==> src/rtl/fetch_pkg.sv <==
// Shared types and constants for the instruction-fetch sequencer.
// Latency: n/a (types only).
// Backpressure: n/a (types only).
package fetch_pkg;

    localparam int                 INSTR_W   = 32;
    localparam logic [31:0]        PC_STEP   = 32'd4;
    // An all-zero instruction word marks the end of the program.
    localparam logic [INSTR_W-1:0] HALT_WORD = '0;

    typedef enum logic [1:0] {
        IDLE = 2'd0,
        RUN  = 2'd1,
        HALT = 2'd2
    } fetch_state_t;

    // One buffered fetch: the address and the word returned for it.
    typedef struct packed {
        logic [31:0]        pc;
        logic [INSTR_W-1:0] instr;
    } fetch_entry_t;

endpackage

==> src/rtl/fetch_buffer.sv <==
// Two-entry FIFO of {pc, instr} between fetch and decode; head is a register.
// Latency: a push is visible at the head the cycle after it is written.
// Backpressure: full blocks further pushes unless a pop happens in the same cycle.
//
// Ports: clk, rst_n (sync, active-low); push/push_dat write an entry, pop
// retires the head, flush empties the buffer (wins over push and pop);
// full/empty report occupancy; head is the oldest entry.
module fetch_buffer
    import fetch_pkg::*;
#(
    parameter int DEPTH = 2
) (
    input  logic         clk,
    input  logic         rst_n,
    input  logic         push,
    input  fetch_entry_t push_dat,
    input  logic         pop,
    input  logic         flush,
    output logic         full,
    output logic         empty,
    output fetch_entry_t head
);

    localparam logic [1:0] FULL_CNT = 2'(DEPTH);

    fetch_entry_t ent0;   // head
    fetch_entry_t ent1;   // second-oldest
    logic [1:0]   count;

    always_ff @(posedge clk) begin
        if (!rst_n) begin
            count <= 2'd0;
            ent0  <= '0;
            ent1  <= '0;
        end else if (flush) begin
            count <= 2'd0;
        end else begin
            case ({push, pop})
                2'b10: begin
                    if (count == 2'd0) ent0 <= push_dat;
                    else               ent1 <= push_dat;
                    count <= count + 2'd1;
                end
                2'b01: begin
                    ent0  <= ent1;
                    count <= count - 2'd1;
                end
                2'b11: begin
                    // Simultaneous push and pop: occupancy is unchanged, the
                    // new word lands behind whatever survives the pop.
                    if (count == FULL_CNT) begin
                        ent0 <= ent1;
                        ent1 <= push_dat;
                    end else begin
                        ent0 <= push_dat;
                    end
                end
                default: ;
            endcase
        end
    end

    assign full  = (count == FULL_CNT);
    assign empty = (count == 2'd0);
    assign head  = ent0;

endmodule

==> src/rtl/fetch_controller.sv <==
// Instruction-fetch sequencer: owns the PC, buffers returned words, halts on a zero word.
// Latency: a fetched word reaches if_instr one cycle after PC_out presents it.
// Backpressure: if_ready low fills the 2-entry buffer, then PC_out holds until a pop.
//
// Ports: clk, rst_n (sync, active-low); start leaves IDLE; redirect_valid /
// redirect_pc steer the PC and flush the buffer; PC_out / Instruction talk to
// the combinational instruction memory; if_valid / if_ready / if_instr / if_pc
// hand instructions to decode; halted is high while in HALT.
module fetch_controller
    import fetch_pkg::*;
#(
    parameter logic [31:0] RESET_PC  = 32'h0,
    parameter int          BUF_DEPTH = 2    // only 2 is supported
) (
    input  logic                clk,
    input  logic                rst_n,
    input  logic                start,
    input  logic                redirect_valid,
    input  logic [31:0]         redirect_pc,
    output logic [31:0]         PC_out,
    input  logic [INSTR_W-1:0]  Instruction,
    output logic                if_valid,
    output logic [INSTR_W-1:0]  if_instr,
    output logic [31:0]         if_pc,
    input  logic                if_ready,
    output logic                halted
);

    fetch_state_t state, state_nxt;
    logic [31:0]  pc, pc_nxt;

    logic         buf_full, buf_empty;
    logic         pop, fetch, push, flush;
    fetch_entry_t push_dat, head;

    always_ff @(posedge clk) begin
        if (!rst_n) begin
            state <= IDLE;
            pc    <= RESET_PC;
        end else begin
            state <= state_nxt;
            pc    <= pc_nxt;
        end
    end

    assign pop = !buf_empty && if_ready;

    always_comb begin
        state_nxt = state;
        pc_nxt    = pc;
        // A redirect suppresses the fetch so the old path never leaks in.
        fetch     = (state == RUN) && !redirect_valid && (!buf_full || pop);
        push      = fetch && (Instruction != HALT_WORD);
        // The buffer is always empty in IDLE, so flushing there is harmless.
        flush     = redirect_valid;
        push_dat  = '{pc: pc, instr: Instruction};

        if (redirect_valid) begin
            state_nxt = RUN;
            pc_nxt    = {redirect_pc[31:2], 2'b00};
        end else begin
            case (state)
                IDLE: if (start) state_nxt = RUN;
                RUN: begin
                    if (push)       pc_nxt    = pc + PC_STEP;
                    else if (fetch) state_nxt = HALT;  // zero word: PC stays on it
                end
                HALT:    ;
                default: state_nxt = IDLE;
            endcase
        end
    end

    fetch_buffer #(
        .DEPTH (BUF_DEPTH)
    ) u_buf (
        .clk      (clk),
        .rst_n    (rst_n),
        .push     (push),
        .push_dat (push_dat),
        .pop      (pop),
        .flush    (flush),
        .full     (buf_full),
        .empty    (buf_empty),
        .head     (head)
    );

    assign PC_out   = pc;
    assign if_valid = !buf_empty;
    assign if_instr = head.instr;
    assign if_pc    = head.pc;
    assign halted   = (state == HALT);

endmodule

==> config.mk <==
export PLATFORM = sky130hd
export DESIGN_NAME = fetch_controller
export DESIGN_NICKNAME = d
export VERILOG_FILES = /design/src/rtl/fetch_pkg.sv /design/src/rtl/fetch_buffer.sv /design/src/rtl/fetch_controller.sv
export SDC_FILE = /design/constraint.sdc
export NUM_CORES = 1
export LEC_CHECK = 0
export BUFFER_PORTS_ARGS = -buffer_cell sky130_fd_sc_hd__buf_4
export CELL_PAD_IN_SITES_DETAIL_PLACEMENT = 1
export CELL_PAD_IN_SITES_GLOBAL_PLACEMENT = 1
export CORE_UTILIZATION = 37
export DETAILED_ROUTE_END_ITERATION = 16
export PLACE_DENSITY = 0.8
export SETUP_SLACK_MARGIN = 0.15
export SLEW_MARGIN = 20
export SYNTH_ARGS = -nofsm -noshare
export SYNTH_HDL_FRONTEND = slang
export SYNTH_SLANG_ARGS = --single-unit
==> constraint.sdc <==
create_clock -name clk -period 3.2 [get_ports clk]
set_input_delay 0.32 -clock clk [delete_from_list [all_inputs] [get_ports clk]]
set_output_delay 0.32 -clock clk [all_outputs]
set_load 0.05 [all_outputs]
After elaboration in Yosys (flattened, before gate mapping)
Cells that the tools add are included. W data, S select, Z words.

Shift-type cells: 0. Multiply operators: 0. Reduce and logical (&&, ||, !) cells: 23. Bitwise gates (word level): 3. Magnitude comparators: 0. Div/mod/pow operators: 0. Add/subtract/negate cells: 3. Eq/ne operators: 16. Muxes and demuxes: 15.

Operators by type and width (count): $mux W64 (4); $pmux W64 S3 (1); $pmux W64 S2 (1); $mux W32 (3); $add A32 B3 Y32 const B (1); $reduce_bool A32 Y1 (1); $ne A2 B2 Y1 const B (7); $reduce_and A4 Y1 (3); $ne A3 B3 Y1 const B (3); $eq A2 B2 Y1 const B (4); $reduce_bool A2 Y1 (4); $mux W2 (3); $pmux W2 S3 (1); $eq A2 B1 Y1 const B (2); $logic_and A1 B1 Y1 (4); $logic_not A2 Y1 (2); $pmux W2 S2 (1); $reduce_and A2 Y1 (2); $logic_not A1 Y1 (3); $not A1 Y1 (3); $reduce_and A3 Y1 (1); $reduce_bool A3 Y1 (1); $add A2 B1 Y2 const B (1); $reduce_or A2 Y1 (1); 3 further kinds (3).

Logic and storage cells: 69. RAM bits: 0. Memories: 0. Bits in latches: 0. Memory bits (read-only): 0. Output and inout port bits: 98. Flip-flop bits (word level): 164. Bits of input ports: 69.

Depth between registers and ports, before layout
Word-level depth: 9. Mapped depth: 14. Gate-level depth less buffers: 10.

Modules after synthesis
A second synthesis with hierarchy kept.

Cell total of the unflattened synthesis: 975. Area total of the unflattened synthesis: 7858.8 um^2.

By module, submodules not included: fetch_buffer (cells each 696, seq. area each 2602.5 um^2, times used 1, area an instance 5716.7 um^2); fetch_controller (cells each 279, seq. area each 640.6 um^2, times used 1, area an instance 2142.1 um^2).

Worst setup path before layout
OpenSTA, ideal clock, no wires.

Path kind: input -> register. From: input Instruction[17]. To: register u_buf.ent0, in the netlist u_buf.head[0]. Setup time: 0.119 ns. Stages on the path: 11. Required time: 3.081 ns. Arrival time: 2.865 ns. Path buffers: 2. Path slack: 0.216 ns. Path through: nor4_1 -> nand4_1 -> o21ai_1 -> buf_2 -> nor2_1 -> ha_1 -> a21oi_1 -> nand2_1 -> clkbuf_1 -> a221o_1 -> o221a_2.

Word-level cells in the longest chain between the ends: 5. Elaborated cells between the ends (all ways): 9. Those cells by class: 4 x eq/ne; 1 x mux; 4 x reduce/logical.

RTL lines: start, declared (line fetch_controller.sv:21) `input logic [INSTR_W-1:0] Instruction,`; $reduce_bool A32 Y1 (*) (line fetch_controller.sv:53) `push = fetch && (Instruction != HALT_WORD);`; $logic_and A1 B1 Y1 (*) (line fetch_controller.sv:53); $eq A2 B2 Y1 or $eq A2 B1 Y1 (tied branches) (line fetch_buffer.sv:38) `case ({push, pop})`; $ne A2 B2 Y1 (no source line) or $reduce_bool A3 Y1 (tied branches); $reduce_and A3 Y1 (no source line); end signal, assigned (line fetch_buffer.sv:40) `if (count == 2'd0) ent0 <= push_dat;`; end signal, assigned (line fetch_buffer.sv:45) `ent0 <= ent1;`; end signal, assigned (line fetch_buffer.sv:52) `ent0 <= ent1;`; end, declared (line fetch_buffer.sv:26) `fetch_entry_t ent0;`.

Every way passes the cells marked *; elsewhere a longest branch is shown, timed or not. A chain may end at the register's enable or synchronous reset.

Final worst setup path
From: register u_buf.count[0]. To: register u_buf.ent0, in the netlist u_buf.head[34].

Word-level cells in the longest chain between the ends: 9. Elaborated cells between the ends (all ways): 16. Those cells by class: 5 x eq/ne; 2 x mux; 9 x reduce/logical.

RTL lines: start, declared (line fetch_buffer.sv:28) `logic [1:0] count;`; start signal, assigned (line fetch_buffer.sv:42) `count <= count + 2'd1;`; start signal, assigned (line fetch_buffer.sv:46) `count <= count - 2'd1;`; $logic_not A2 Y1 (line fetch_buffer.sv:40, fetch_buffer.sv:64); $logic_not A1 Y1 (line fetch_controller.sv:46) `assign pop = !buf_empty && if_ready;`; $logic_and A1 B1 Y1 (line fetch_controller.sv:46); $logic_or A1 B1 Y1 (line fetch_controller.sv:52) `fetch = (state == RUN) && !redirect_valid && (!buf_full || pop);`; $logic_and A1 B1 Y1 (line fetch_controller.sv:52); $logic_and A1 B1 Y1 (line fetch_controller.sv:53); $eq A2 B2 Y1 or $eq A2 B1 Y1 (tied branches) (line fetch_buffer.sv:38); $ne A2 B2 Y1 (no source line) or $reduce_bool A3 Y1 (tied branches); $reduce_and A3 Y1 (no source line).

Several ways; a longest one is shown, not always the timed one.

==> impl_metrics.csv <==
group,metric,value,unit
outcome,status,"complete, no violations",
job,drv_cap,0,
routing,routed_wl,23.19,mm
synth,synth_edf_count,0,
timing,fin_crit_sh,0.8314,
routing,postRouteAntennaNets,0,
worst_setup_path,crit_buf_inv,2,
synth,synth_ff_type,"dfxtp_1",
clock_network,cts_resized,0,
worst_setup_path,cp-start-kind,"flop",
worst_setup_path,end_kind,"flop",
routing,viasPerCell,5.754,
synth,synthArstFlopShare,0,
timing,rsz0062_at_grt,"false",
global_routing,grt_pass1_wl,37.12,mm
timing,period_needed,2.661,ns
routing,detail_route.wl_per_cell,19.82,um
timing,slew_headroom,0.4818,
worst_setup_path,crit_chain,"o21ai_1, inv_1, ha_1, a21oi_1, nand2_2, buf_4, a221o_1, o221a_2",
global_routing,grt_use_met3,0.04518,
global_routing,grt_busiest_layer,"met2",
min_path,hold_path.class,"in -> reg",
die,die_area,0.01991,mm2
timing,worst_slew_pin_slew,0.7773,ns
power,power.density,568.9,mW/mm2
synth,synth-simple-area-share,0.1542,
die,pin_count,167,
worst_setup_path,arrival,2.99,ns
timing,max_freq,0.3759,GHz
global_routing,use_met2,0.3893,
clock_network,cts_tree,"yes",
clock_network,cts_setup_buffers,0,
power,peakVddDrop,0.0003392,V
die,core_area,0.01883,mm2
clock_network,clk_pin_slew,0.07,ns
timing,setup_viol,0,
place,io_buffer_count,160,
global_routing,antenna_found_initial,0,
synth,synth_cell_types,53,
die,die_h,141.1,um
synth,muxShareOfSynthArea,0.004370,
global_routing,met1_usage,0.3087,
final_layout,syn_to_final_growth,29.42,%
synth,synth_cells,774,
synth,synth-compound-area-share,0.3281,
final_layout,finalNetCount,971,
worst_setup_path,max_stage_delay,0.46,ns
power,p_leak,3.533,nW
synth,synthXorXnorAreaFrac,0.01468,
routing,drtPass1Iterations,5,
global_routing,grt_usage,0.2380,
clock_network,clockBufferDepth,2,
synth,syn-mean-instance-area,9.248,um2
final_layout,antenna_cells,0,
global_routing,grt_max_degree,81,
global_routing,grt-ovfl-total,0,
worst_setup_path,crit_start,"u_buf.count[0]$_SDFFE_PP0P_",
clock_network,cts_buffers,17,
min_path,hold_start,"redirect_pc[28]",
clock_network,cts-root-buf,"clkbuf_16",
synth,synthAdderAreaFrac,0.006992,
clock_network,cts_max_level,4,
synth,yosysWarnings,0,
clock_network,numClockSinks,158,
place,dp_hpwl,15.05,mm
synth,synth_area,0.007158,mm2
die,die_w,141.1,um
power,p_total,5.270,mW
clock_network,insertion_delay,0.43,ns
synth,synth_top_family_by_area,"compound AO/OA/AOI/OAI gates",
worst_setup_path,worstPathMaxFanout,20,
worst_setup_path,rr_startpoint,"u_buf.count[0]$_SDFFE_PP0P_",
worst_setup_path,crit_required,3.52,ns
routing,drc,0,
worst_setup_path,critPathTopFamily,"compound AO/OA/AOI/OAI gates",
synth,yosysSeqAreaShare,0.4419,
clock_network,hold_buffers,0,
timing,slew_viol_final,0,
synth,ys_ff_latch,158,
routing,drtIter0Drc,444,
final_layout,nFillCells,2138,
routing,num_vias,6732,
timing,final_hold_viol_count,0,
final_layout,layout_common_cells,"176 x buf_4, 158 x dfxtp_1, 142 x nand2_1",
timing,fin_tns_setup,0,ns
final_layout,layout-drive-gt1-share,0.3132,
die,initial_core_util,0.3801,
global_routing,grt_pass1_vias,6871,
worst_setup_path,cp_slowest_cell,"o21ai_1",
final_layout,final_common_cell,"buf_4",
timing,fin_worst_skew,0.009523,ns
die,core.rowCount,50,
place,finalWeightedCongestion,0.7949,
worst_setup_path,criticalPathCategory,"reg -> reg",
## metrics by stage
step	utilization	instances	setup WS (ns)	hold slack [ns]	instance area, um2
after detailed placement	0.4589	1139	0.1570	0.4565	8642
after global routing	0.4920	1170	0.3394	0.1377	9264
after floorplan	-	777	0.2159	0.4434	7169
after global placement	0.4589	1139	0.2612	0.4490	8642
after CTS	0.4920	1170	0.5212	0.1249	9264
final	0.4920	1170	0.5394	0.1437	9264
## routing by layer
metal | vias to the layer above | routed length (um) | share of wire
li1 | 3186 | - | -
met1 | 3340 | 10690 | 0.46
met2 | 175 | 10980 | 0.47
met3 | 31 | 1061 | 0.046
met4 | 0 | 463 | 0.020
met5 | - | 0 | 0
## kinds of logic (layout without fill, tap and decap cells)
group / after synthesis / in the layout
adders and majority gates: 4 / 4
buffers and inverters: 87 / 220
muxes: 3 / 3
other: 1 / 4
xor gates and xnor gates: 12 / 12
and+or+nand+nor: 234 / 234
DFF: 158 / 158
AOI/OAI and AO/OA: 275 / 275
## synth_stat cells (2+ instances only)
library cell	n	area, um2
dfxtp_1	158	3163
a21oi_1	16	80.08
o21ai_0	30	150.1
nand2b_1	4	25.02
o221a_1	3	33.78
a221o_1	62	620.6
nor3_2	2	20.02
buf_4	4	30.03
nand4_1	6	37.54
a21boi_0	62	465.5
o2111ai_1	5	43.79
ha_1	4	50.05
o311a_1	2	20.02
a32oi_1	2	17.52
clkbuf_1	67	251.5
o221a_2	59	664.4
nor4b_1	2	17.52
o21a_1	3	22.52
buf_2	8	40.04
and4_1	3	26.28
or3_1	8	50.05
or4_1	5	37.54
inv_1	7	26.28
nor3_1	6	30.03
nand2_1	144	540.5
o211ai_1	5	37.54
a31oi_1	12	75.07
mux2i_1	2	20.02
nand3_1	16	80.08
nor4_1	11	68.82
nor2_1	14	52.55
and3_1	6	37.54
o31ai_1	4	30.03
xnor2_1	4	35.03
nor2b_1	2	12.51
xor2_1	8	70.07
o21ai_1	2	10.01
## where the power goes
part	internal [mW]	switching, mW
Combinational	0.339	0.603
Clock	1.34	0.821
Sequential	2.06	0.105
## flip-flops by register name, summed over array words and instances (netlist names)
signal,flops
state,2
u_buf.count,2
u_buf.ent1,62
PC_out,30
u_buf.head,62
## final timing paths
check | to | slack, ns | cells past startpoint
min | PC_out[28]$_SDFFE_PN0P_ | 0.14 | 2
max reg2reg | u_buf.head[34]$_SDFFE_PN0P_ | 0.54 | 8
min reg2reg | u_buf.ent1[40]$_SDFFE_PN0P_ | 0.46 | 2
max | u_buf.head[34]$_SDFFE_PN0P_ | 0.54 | 8
## area by class of cell
type	instances	area (um2)	area share
timing repair buffer	182	1441	0.1556
clock inverter	11	165.2	0.01783
inverter	7	26.28	0.002836
tap	260	325.3	0.03512
sequential	158	3163	0.3414
clock buffer	20	456.7	0.04930
multi-input combinational	532	3686	0.3979
## worst register-to-register path: cells and delay by family (launching register included)
kind	cells	cell delay [ns]
compound gates	4	1.32
flops	1	0.40
fa+ha+maj	1	0.28
buf+inv	2	0.45
simple gates	1	0.11
No activity file was read; power rests on OpenSTA's default activity.
